$ cat config.mk
export PLATFORM = sky130hd
export DESIGN_NAME = smem_batch_ctrl
export DESIGN_NICKNAME = d
export VERILOG_FILES = /design/src/rtl/smem_batch_ctrl.sv
export SDC_FILE = /design/constraint.sdc
export NUM_CORES = 1
export LEC_CHECK = 0
export BUFFER_PORTS_ARGS = -buffer_cell sky130_fd_sc_hd__buf_2
export CAP_MARGIN = 10
export CELL_PAD_IN_SITES_DETAIL_PLACEMENT = 2
export CELL_PAD_IN_SITES_GLOBAL_PLACEMENT = 2
export CORE_MARGIN = 1.5
export CORE_UTILIZATION = 25
export CTS_CLUSTER_DIAMETER = 120
export DETAILED_ROUTE_END_ITERATION = 16
export PLACE_DENSITY = 0.6
export SYNTH_ARGS = -nofsm -noshare
export SYNTH_HDL_FRONTEND = slang
export SYNTH_SLANG_ARGS = --single-unit
$ cat constraint.sdc
create_clock -name Clk_32UI -period 2.3 [get_ports Clk_32UI]
set_input_delay 0.345 -clock Clk_32UI [delete_from_list [all_inputs] [get_ports Clk_32UI]]
set_output_delay 0.345 -clock Clk_32UI [all_outputs]
set_load 0.005 [all_outputs]
$ cat src/rtl/smem_batch_ctrl.sv
// Batch sequencer for the SMEM pipeline: steps a batch through load -> run -> output,
// throttles the pipeline with a global stall and tracks outstanding DRAM lookups.
module smem_batch_ctrl #(
    parameter int BATCH_W         = 9,
    parameter int MAX_OUTSTANDING = 32,
    parameter int CNT_W           = 6,
    parameter int STALL_MARGIN    = 4
) (
    input  logic               Clk_32UI,
    input  logic               reset,
    input  logic               start,
    input  logic [BATCH_W-1:0] batch_size,
    input  logic               load_valid,
    input  logic               load_done,
    input  logic               DRAM_valid,
    input  logic               DRAM_get,
    input  logic               ret_valid,
    input  logic               output_permit,
    input  logic               output_finish,
    output logic               stall,
    output logic               output_request,
    output logic [BATCH_W-1:0] load_cnt,
    output logic [CNT_W-1:0]   outstanding,
    output logic [2:0]         state,
    output logic               batch_done,
    output logic               err_overflow,
    output logic               err_underflow
);

    typedef enum logic [2:0] {
        IDLE    = 3'd0,
        LOAD    = 3'd1,
        RUN     = 3'd2,
        OUT_REQ = 3'd3,
        OUTPUT  = 3'd4,
        DONE    = 3'd5
    } state_t;

    localparam logic [CNT_W-1:0] CNT_MAX = CNT_W'(MAX_OUTSTANDING);
    localparam logic [CNT_W-1:0] CNT_THR = CNT_W'(MAX_OUTSTANDING - STALL_MARGIN);

    state_t             fsm;
    state_t             fsm_next;
    logic [BATCH_W-1:0] batch_q;
    logic [BATCH_W-1:0] ret_cnt;
    logic [CNT_W-1:0]   outstanding_next;
    logic               accept;
    logic               overflow_hit;
    logic               underflow_hit;

    assign state = fsm;

    // Stall and request are registered from the next-state view so they line up with the state they describe.
    always_comb begin
        accept           = (fsm == IDLE) && start;
        overflow_hit     = DRAM_valid && !DRAM_get && (outstanding == CNT_MAX);
        underflow_hit    = DRAM_get && !DRAM_valid && (outstanding == '0);
        fsm_next         = fsm;
        outstanding_next = outstanding;

        case (fsm)
            IDLE:    if (start) fsm_next = (batch_size == '0) ? DONE : LOAD;
            LOAD:    if (load_done) fsm_next = RUN;
            RUN:     if ((ret_cnt == batch_q) && (outstanding == '0)) fsm_next = OUT_REQ;
            OUT_REQ: if (output_permit) fsm_next = OUTPUT;
            OUTPUT:  if (output_finish) fsm_next = DONE;
            DONE:    fsm_next = IDLE;
            default: fsm_next = IDLE;
        endcase

        if (accept) begin
            outstanding_next = '0;
        end else if (DRAM_valid && !DRAM_get && !overflow_hit) begin
            outstanding_next = outstanding + CNT_W'(1);
        end else if (DRAM_get && !DRAM_valid && !underflow_hit) begin
            outstanding_next = outstanding - CNT_W'(1);
        end
    end

    always_ff @(posedge Clk_32UI or posedge reset) begin
        if (reset) begin
            fsm            <= IDLE;
            stall          <= 1'b1;
            output_request <= 1'b0;
            batch_done     <= 1'b0;
            batch_q        <= '0;
            load_cnt       <= '0;
            ret_cnt        <= '0;
            outstanding    <= '0;
            err_overflow   <= 1'b0;
            err_underflow  <= 1'b0;
        end else begin
            fsm            <= fsm_next;
            outstanding    <= outstanding_next;
            stall          <= (fsm_next != RUN) || (outstanding_next >= CNT_THR);
            output_request <= (fsm_next == OUT_REQ);
            batch_done     <= (fsm_next == DONE);

            if (accept) begin
                batch_q       <= batch_size;
                load_cnt      <= '0;
                ret_cnt       <= '0;
                err_overflow  <= 1'b0;
                err_underflow <= 1'b0;
            end else begin
                if (overflow_hit) err_overflow <= 1'b1;
                if (underflow_hit) err_underflow <= 1'b1;
                if ((fsm == LOAD) && load_valid && (load_cnt != batch_q)) begin
                    load_cnt <= load_cnt + BATCH_W'(1);
                end
                if ((fsm == RUN) && ret_valid && (ret_cnt != batch_q)) begin
                    ret_cnt <= ret_cnt + BATCH_W'(1);
                end
            end
        end
    end

endmodule

======== After elaboration in Yosys (flattened, before gate mapping) ========
Cells that the tools add are included.
word-level totals
  word-level logic and storage cells ...... 68
  register bits after elaboration ......... 41
  bits of input ports ..................... 19
  output and inout port bits .............. 23
operators by class
  magnitude comparators ................... 1
  reductions and logical operators ........ 24
  equal/unequal tests ..................... 11
  add/subtract/negate cells ............... 4
  mux-type cells .......................... 18
operators by type and width
  kind                                                 count
  two-way mux 9 bit                                    4
  adder 9 x 1 -> 9 bit, second input constant          2
  two-way mux 3 bit                                    6
  two-way mux 6 bit                                    3
  != test 9 bit                                        2
  case mux 3 bit (5 select lines)                      1
  logical AND 1 bit                                    12
  equality test 3 x 2 -> 1 bit, second input constant  3
  equality test 9 bit                                  1
  zero test 9 bit                                      1
  nonzero test 2 bit                                   4
  adder 6 x 1 -> 6 bit, second input constant          1
  equality test 3 bit, second input constant           2
  equality test 6 bit, second input constant           1
  >= comparator 6 x 5 -> 1 bit, second input constant  1
  zero test 6 bit                                      1
  subtractor 6 x 1 -> 6 bit, second input constant     1
  zero test 1 bit                                      4
  two-way mux 1 bit                                    4
  equality test 3 x 1 -> 1 bit, second input constant  1
  zero test 3 bit                                      1
  != test 3 x 2 -> 1 bit, second input constant        1
  logical OR 1 bit                                     1

======== Depth between registers and ports, before layout ========
Gate-level depths: netlist of the first run.
  depth in word-level cells ............... 10
  depth in mapped cells ................... 7
  mapped depth without buffers ............ 7

======== Least setup slack after synthesis of the first run ========
Ideal clock, no wire load.
  kind .................................... reg2reg
  start ................................... register outstanding[0]
  end ..................................... register stall
  buffers on the path ..................... 0
  period minus slack after synthesis ...... 1,974 ps
  slack ................................... 326 ps
  data arrival time ....................... 1,876 ps
  library setup time ...................... 98 ps
  cell stages (with the launch flop) ...... 8
  data required time ...................... 2,202 ps
  cells stage by stage .................... dfrtp_1 -> inv_1 -> ha_1 -> or4b_4 -> o211a_1 -> nor3_2 -> nor2_1 -> o311ai_1
on the way
  word-level cells in the longest chain between the ends .. 9
  elaborated cells on any way between the ends .. 19
  those cells by class .................... add/sub: 2; order compare: 1; eq/ne: 2; mux: 5; reduce/logical: 9
ends and longest elaborated chain
  item                                                                               RTL line  source
  start, declared                                                                    23        output logic [CNT_W-1:0] outstanding,
  start signal, assigned                                                             94        outstanding <= outstanding_next;
  parallel branches: the longest is 8 deep, another holds subtractor 6 x 1 -> 6 bit  --
  logical OR 1 bit (*)                                                               95        stall <= (fsm_next != RUN) || (outstanding_next >= CNT_THR);
  end signal, assigned                                                               95
  end, declared                                                                      20        output logic stall,
Mark *: on every way between the ends.
A chain may end at the register's enable or synchronous reset.

======== Worst setup path in the final report of the first run ========
  start ................................... register outstanding[1]
  end ..................................... register stall
Same word-level chain as after synthesis.

==> impl_metrics.py, run 1 <==
metrics = {
    "power": {
        "p_switching_mw": 1.30,
        "sequentialPowerShare_pct": 38.8,
        "power.ir.vdd_worst_mv": 0.265,
        "internal-power_mw": 1.74,
        "pwr_density_cell_mw_per_mm2": 1040,
        "power_switching_share_pct": 42.8,
        "p_comb_share_pct": 45.5,
        "post-layout-total-power_mw": 3.05,
        "leakagePower_nw": 1.43,
        "p_clk_share_pct": 15.7,
    },
    "sta": {
        "holdWs_ns": 0.194,
        "clock_skew_ns": 0.0170,
        "timing.final.max_slew_violations": 0,
        "hold_violation_count_in_the_final_report": 0,
        "rsz0062_at_grt": "false",
        "max_slew.worst_pin.slew_ns": 0.579,
        "final_period_minus_worst_setup_slack_ns": 2.12,
        "final_min_period_over_clock_period_pct": 92.3,
        "tns_ns": 0,
        "worst_slack_ns": 0.178,
        "final-setup-viol-count": 0,
        "max_freq_ghz": 0.471,
        "timing.slew.headroom_pct": 61.4,
    },
    "synth": {
        "synth_top_area_share_pct": 41.3,
        "synth.net_count": 293,
        "synth_top_flop_cell": "sky130_fd_sc_hd__dfrtp_1",
        "postSynthCellCount": 269,
        "number_of_library_cell_types_mapped_by_synthesis": 54,
        "yosysWarningCount": 0,
        "ys_async_sr_fraction_pct": 100,
        "ys_top_cells_by_area": "sky130_fd_sc_hd__dfrtp_1 41%, sky130_fd_sc_hd__nand2_1 7.3%, sky130_fd_sc_hd__xor2_1 5.8%",
        "post_synth_instance_area_mm2": 0.00242,
        "synth_largest_area_cell": "sky130_fd_sc_hd__dfrtp_1",
        "postSynthRegisterBits": 41,
        "synth_sequential_area_ratio_pct": 42.4,
        "synth.avg_cell_area_um2": 9.01,
        "edff_count_synth": 0,
    },
    "place": {
        "routabilityCongestion": 0.810,
        "numPortBuffers": 41,
        "place_inst": 439,
        "place_ws_ns": 0.163,
        "place.detailed.hpwl_mm": 5.64,
        "dpl-instance-area_mm2": 0.00282,
    },
    "floorplan": {
        "die-height_um": 101,
        "die_footprint_mm2": 0.0103,
        "placement_row_count": 35,
        "floorplan.initialDensity_pct": 26.0,
        "ios": 42,
        "design.core.area_mm2": 0.00933,
        "dieWidth_um": 101,
    },
    "finish": {
        "final_cell_mix": "47 x sky130_fd_sc_hd__nand2_1, 41 x sky130_fd_sc_hd__buf_2, 40 x sky130_fd_sc_hd__dfrtp_1",
        "antenna_cells": 0,
        "final_util_pct": 31.3,
        "layout.cells.most_common": "sky130_fd_sc_hd__nand2_1",
        "seqCellArea_mm2": 0.00103,
        "multi_input_area_mm2": 0.00128,
        "finalNonFillerCells": 447,
        "drive_gt1_share_pct": 23.3,
        "num-fill-cells": 1094,
        "area.growth.synth_to_final_pct": 20.2,
        "layout.cell_area.non_filler_mm2": 0.00292,
        "layout.nets": 341,
    },
    "clock_network": {
        "ctsHtreeMaxLevel": 2,
        "clockBufferDepth": 2,
        "clk_pin_slew_worst_paths_ns": 0.08,
        "clock-sinks": 41,
        "clkLatencyLatePin_ns": 0.30,
        "numCtsBuffers": 5,
        "cts_tree": "built",
        "clock_tree.root_cell": "sky130_fd_sc_hd__clkbuf_8",
        "post_cts_hold_buffer_count": 0,
    },
    "grt": {
        "vias_in_the_first_global_route": 2360,
        "grt_util_overall_pct": 15.3,
        "antenna_found_initial": 0,
        "grt_pass1_wl_mm": 12.2,
        "grt_max_degree": 42,
        "overflow": 0,
    },
    "detailed_routing": {
        "route.detailed.wl_per_inst_um": 16.5,
        "remaining_drc_errors": 0,
        "post_dr_vias_cell": 4.89,
        "drt_first_pass_iters": 4,
        "drt_iter0_drc": 62,
        "total_wire_length_mm": 7.38,
        "postRouteAntennaNets": 0,
        "via_count_of_the_routed_design": 2187,
    },
    "critical_path": {
        "slowest_delay_ns": 0.51,
        "regToRegSetupSlack_ns": 0.18,
        "critPathMaxFanout": 5,
        "cp_data_arrival_time_ns": 2.33,
        "worstPathCellList": "inv_1, ha_1, or4b_4, o211a_1, a2bb2oi_1, mux2i_1, o311ai_2",
        "setup.worst_path.start_class": "flip-flop",
        "critical_path_class": "reg -> reg",
        "worst-endpoint-required_ns": 2.51,
        "kind_of_cell_adding_the_most_delay_to_the_critical_path": "compound AO/OA/AOI/OAI gates",
        "slowest_stage": "sky130_fd_sc_hd__or4b_4",
        "setup.worst_path.end_class": "flip-flop",
        "critPathBufInv": 1,
    },
    "job": {
        "cap_violations": 0,
    },
    "hold_path": {
        "min_path_type": "in -> async",
    },
    "status": {
        "outcome": "completed",
    },
}
synthesized netlist by cell type (3+ instances only):
cell type / number
sky130_fd_sc_hd__nor4_1: 3
sky130_fd_sc_hd__dfrtp_1: 40
sky130_fd_sc_hd__o31ai_1: 6
sky130_fd_sc_hd__or4_1: 5
sky130_fd_sc_hd__xor2_1: 16
sky130_fd_sc_hd__xnor2_1: 3
sky130_fd_sc_hd__a21oi_1: 14
sky130_fd_sc_hd__or3_1: 5
sky130_fd_sc_hd__nor2b_1: 3
sky130_fd_sc_hd__and2_1: 4
sky130_fd_sc_hd__nand4_1: 6
sky130_fd_sc_hd__nand3_1: 7
sky130_fd_sc_hd__o21ai_0: 9
sky130_fd_sc_hd__nor2_1: 16
sky130_fd_sc_hd__o211ai_1: 3
sky130_fd_sc_hd__buf_2: 8
sky130_fd_sc_hd__and4_1: 3
sky130_fd_sc_hd__mux2i_1: 7
sky130_fd_sc_hd__inv_1: 13
sky130_fd_sc_hd__nor3_1: 6
sky130_fd_sc_hd__and3_1: 3
sky130_fd_sc_hd__ha_1: 5
sky130_fd_sc_hd__nand2_1: 47
kinds of logic (layout without fill, tap and decap cells):
logic type                 Yosys count  in the layout  share of synthesized area (%)
muxes                                7              7                           2.89
DFF                                 41             41                           42.4
xor gates and xnor gates            19             19                           6.86
and+or+nand+nor                    121            121                           26.6
buffers and inverters               27             76                           5.37
AOI/OAI and AO/OA                   49             49                           13.4
adders and majority gates            5              5                           2.58
layer usage:
metal	global-route usage [%]	share of wire, %	up-vias
met5	0	0	-
met4	3.53	1.0	0
met3	2.55	1.9	5
met2	26.4	49	26
met1	20.1	48	1109
li1	-	-	1047
state kept, by name, indices dropped and copies added (netlist names):
signal          count
batch_q             9
err_underflow       1
batch_done          1
ret_cnt             9
err_overflow        1
load_cnt            9
output_request      1
stall               1
state               3
outstanding         6
worst min-delay path: stages:
cell and delay [ns]:
sky130_fd_sc_hd__buf_2 0.09, sky130_fd_sc_hd__inv_1 0.04, sky130_fd_sc_hd__buf_4 0.47
layout make-up:
| type | instances | share of cell area [%] |
|---|---|---|
| Clock buffer | 5 | 2.36 |
| Inverter | 13 | 1.67 |
| Sequential cell | 41 | 35.2 |
| Timing Repair Buffer | 55 | 10.6 |
| Clock inverter | 3 | 0.601 |
| Multi-Input combinational cell | 201 | 43.9 |
| Tap cell | 129 | 5.54 |
final timing paths:
path,to,startpoint,depth (start not counted)
hold / removal,state[1],reset,3
max in group asynchronous,outstanding[1],reset,3
hold reg to reg,err_underflow,err_underflow,2
setup reg to reg,stall,outstanding[1],7
setup / recovery,stall,outstanding[1],7
min in group Clk_32UI,batch_q[1],batch_size[1],3
power by group through the flow:
stage	combinational [mW]	clock, mW	sequential, mW
after floorplan	0.949	0	1.12
after global placement	1.35	0	1.20
after detailed placement	1.39	0	1.21
after CTS	1.41	0.507	1.19
after global routing	1.59	0.531	1.22
final	1.39	0.479	1.18
repair_timing:
action                                 4_1_cts  5_1_grt
buffers inserted                             0        0
gates resized for setup                      0        2
endpoints found under the hold margin        0        0
setup endpoints to repair                    0        1
Note: power is estimated with default switching activity, not from simulation.
==> inputs of run 2 (changes only) <==
--- a/config.mk
+++ b/config.mk
@@ -10,10 +10,11 @@
 export CELL_PAD_IN_SITES_DETAIL_PLACEMENT = 2
 export CELL_PAD_IN_SITES_GLOBAL_PLACEMENT = 2
 export CORE_MARGIN = 1.5
-export CORE_UTILIZATION = 25
+export CORE_UTILIZATION = 34
 export CTS_CLUSTER_DIAMETER = 120
 export DETAILED_ROUTE_END_ITERATION = 16
-export PLACE_DENSITY = 0.6
+export PLACE_DENSITY = 0.78
+export SETUP_SLACK_MARGIN = 0.02
 export SYNTH_ARGS = -nofsm -noshare
 export SYNTH_HDL_FRONTEND = slang
 export SYNTH_SLANG_ARGS = --single-unit
==> run 2 against run 1 <==
  * Wire length is 1.6% lower
  * Utilization is 10 points higher
  * Clock power is 3% lower
  * Flip-flop and latch count stayed put
  * Sequential power hardly changed
  * Non-clock buffer count is 5 lower
  * Hold slack worse by 0.010 ns
  * Register-to-register slack hardly changed
  * Sequential share of layout area is 0.96 points higher
  * Critical endpoint unchanged
  * Largest cell class unchanged
==> impl_metrics.py, run 2 (same netlist as run 1, synthesis figures left out) <==
metrics = {
    "grt": {
        "grt_util_overall_pct": 20.8,
        "overflow": 0,
        "antenna_found_initial": 0,
        "grt_pass1_wl_mm": 12.1,
        "vias_in_the_first_global_route": 2332,
        "grt_max_degree": 42,
    },
    "hold_path": {
        "min_path_type": "in -> async",
    },
    "critical_path": {
        "worst-endpoint-required_ns": 2.50,
        "slowest_stage": "sky130_fd_sc_hd__or4b_4",
        "cp_data_arrival_time_ns": 2.32,
        "r2r_end": "stall",
        "worstReg2RegStart": "outstanding[1]",
        "worstPathCellList": "inv_1, ha_1, or4b_4, o211a_1, a2bb2oi_1, mux2i_1, o311ai_1",
        "critPathMaxFanout": 5,
        "setup.worst_path.start_class": "flip-flop",
        "slowest_delay_ns": 0.50,
        "crit_start": "outstanding[1]",
        "setup.worst_path.end_class": "flip-flop",
        "regToRegSetupSlack_ns": 0.18,
        "reg2reg_depth": 7,
        "critical_path_class": "reg -> reg",
        "critPathCapture": "stall",
    },
    "finish": {
        "layout.cells.most_common": "sky130_fd_sc_hd__nand2_1",
        "layout.nets": 336,
        "final_cell_mix": "47 x sky130_fd_sc_hd__nand2_1, 41 x sky130_fd_sc_hd__buf_2, 40 x sky130_fd_sc_hd__dfrtp_1",
        "num-fill-cells": 802,
        "area.growth.synth_to_final_pct": 17.0,
        "drive_gt1_share_pct": 21.4,
        "antenna_cells": 0,
        "largest_registers": "batch_q (9), load_cnt (9), ret_cnt (9)",
    },
    "sta": {
        "max_slew.worst_pin.slew_ns": 0.748,
        "rsz0062_at_grt": "false",
        "final_min_period_over_clock_period_pct": 92.2,
        "hold_violation_count_in_the_final_report": 0,
        "timing.final.max_slew_violations": 0,
        "clock_skew_ns": 0.0109,
        "final_period_minus_worst_setup_slack_ns": 2.12,
        "timing.slew.headroom_pct": 49.5,
        "final-setup-viol-count": 0,
        "tns_ns": 0,
        "max_freq_ghz": 0.472,
    },
    "detailed_routing": {
        "total_wire_length_mm": 7.26,
        "drt_first_pass_iters": 4,
        "via_count_of_the_routed_design": 2188,
        "post_dr_vias_cell": 5.35,
        "postRouteAntennaNets": 0,
        "route.detailed.wl_per_inst_um": 17.8,
        "drt_iter0_drc": 92,
        "remaining_drc_errors": 0,
    },
    "floorplan": {
        "die-height_um": 87.5,
        "placement_row_count": 30,
        "design.core.area_mm2": 0.00683,
        "die_footprint_mm2": 0.00765,
        "ios": 42,
        "dieWidth_um": 87.5,
        "floorplan.initialDensity_pct": 35.5,
    },
    "job": {
        "cap_violations": 0,
    },
    "clock_network": {
        "clockBufferDepth": 2,
        "post_cts_hold_buffer_count": 0,
        "clock_tree.root_cell": "sky130_fd_sc_hd__clkbuf_8",
        "clk_pin_slew_worst_paths_ns": 0.08,
        "cts-resized-gates": 0,
        "numCtsBuffers": 5,
        "ctsHtreeMaxLevel": 2,
        "cts_tree": "built",
        "clock-sinks": 41,
        "clkLatencyLatePin_ns": 0.29,
        "cts_setup_buffers": 0,
    },
    "power": {
        "leakagePower_nw": 1.40,
        "post-layout-total-power_mw": 3.04,
        "power.ir.vdd_worst_mv": 0.423,
        "pwr_density_cell_mw_per_mm2": 1070,
    },
    "place": {
        "place.detailed.hpwl_mm": 5.40,
        "numPortBuffers": 41,
        "routabilityCongestion": 0.759,
    },
    "status": {
        "outcome": "completed",
    },
}
-- run 2: worst min-delay path by stage --
stage / from / endpoint
2_1_floorplan: batch_size[0] / batch_q[0]
3_3_place_gp: err_underflow / err_underflow
3_5_place_dp: reset / outstanding[0]
4_1_cts: reset / batch_q[5]
5_1_grt: reset / err_underflow
6_report: reset / err_underflow
-- run 2: report_power, final --
part / switching (mW) / internal [mW] / total, mW
clock: 0.254 / 0.211 / 0.464
combinational: 0.797 / 0.589 / 1.39
sequential: 0.265 / 0.928 / 1.19
total: 1.32 / 1.73 / 3.04
-- run 2: final cells by class --
cell class | instances | area [um2] | share of cell area, %
Sequential cell | 41 | 1030 | 36.2
Inverter | 13 | 48.8 | 1.72
Clock inverter | 2 | 10.0 | 0.353
Multi-Input combinational cell | 201 | 1270 | 44.9
Timing Repair Buffer | 50 | 285 | 10.1
Clock buffer | 6 | 72.6 | 2.56
Tap cell | 96 | 120 | 4.23
-- run 2: per-layer routing --
metal  share of wire [%]  vias to the layer above  GRT usage, %
met3                 1.9                        8          3.32
met4                 1.7                        0          6.78
met5                   0                        -             0
met1                  46                     1112          26.7
li1                    -                     1039             -
met2                  51                       29          35.5
-- run 2: stage by stage --
| stage | area [um2] | util, % | instances | setup slack [ns] | hold slack (ns) |
|---|---|---|---|---|---|
| 6_report | 2840 | 41.5 | 409 | 0.180 | 0.183 |
| 3_3_place_gp | 2760 | 40.3 | 401 | 0.253 | 0.489 |
| 3_5_place_dp | 2760 | 40.3 | 401 | 0.185 | 0.523 |
| 2_1_floorplan | 2420 | - | 269 | 0.326 | 0.450 |
| 4_1_cts | 2840 | 41.5 | 409 | 0.158 | 0.202 |
| 5_1_grt | 2840 | 41.5 | 409 | 0.0313 | 0.230 |
-- run 2: worst max-delay path, delay by kind of cell, from the launching register on --
kind	cells	cell delay, ns
adder cells (fa/ha/maj)	1	0.18
flip-flops	1	0.42
buffers and inverters	1	0.11
AND/OR/NAND/NOR	1	0.50
multiplexers	1	0.25
AO/OA/AOI/OAI	3	0.56
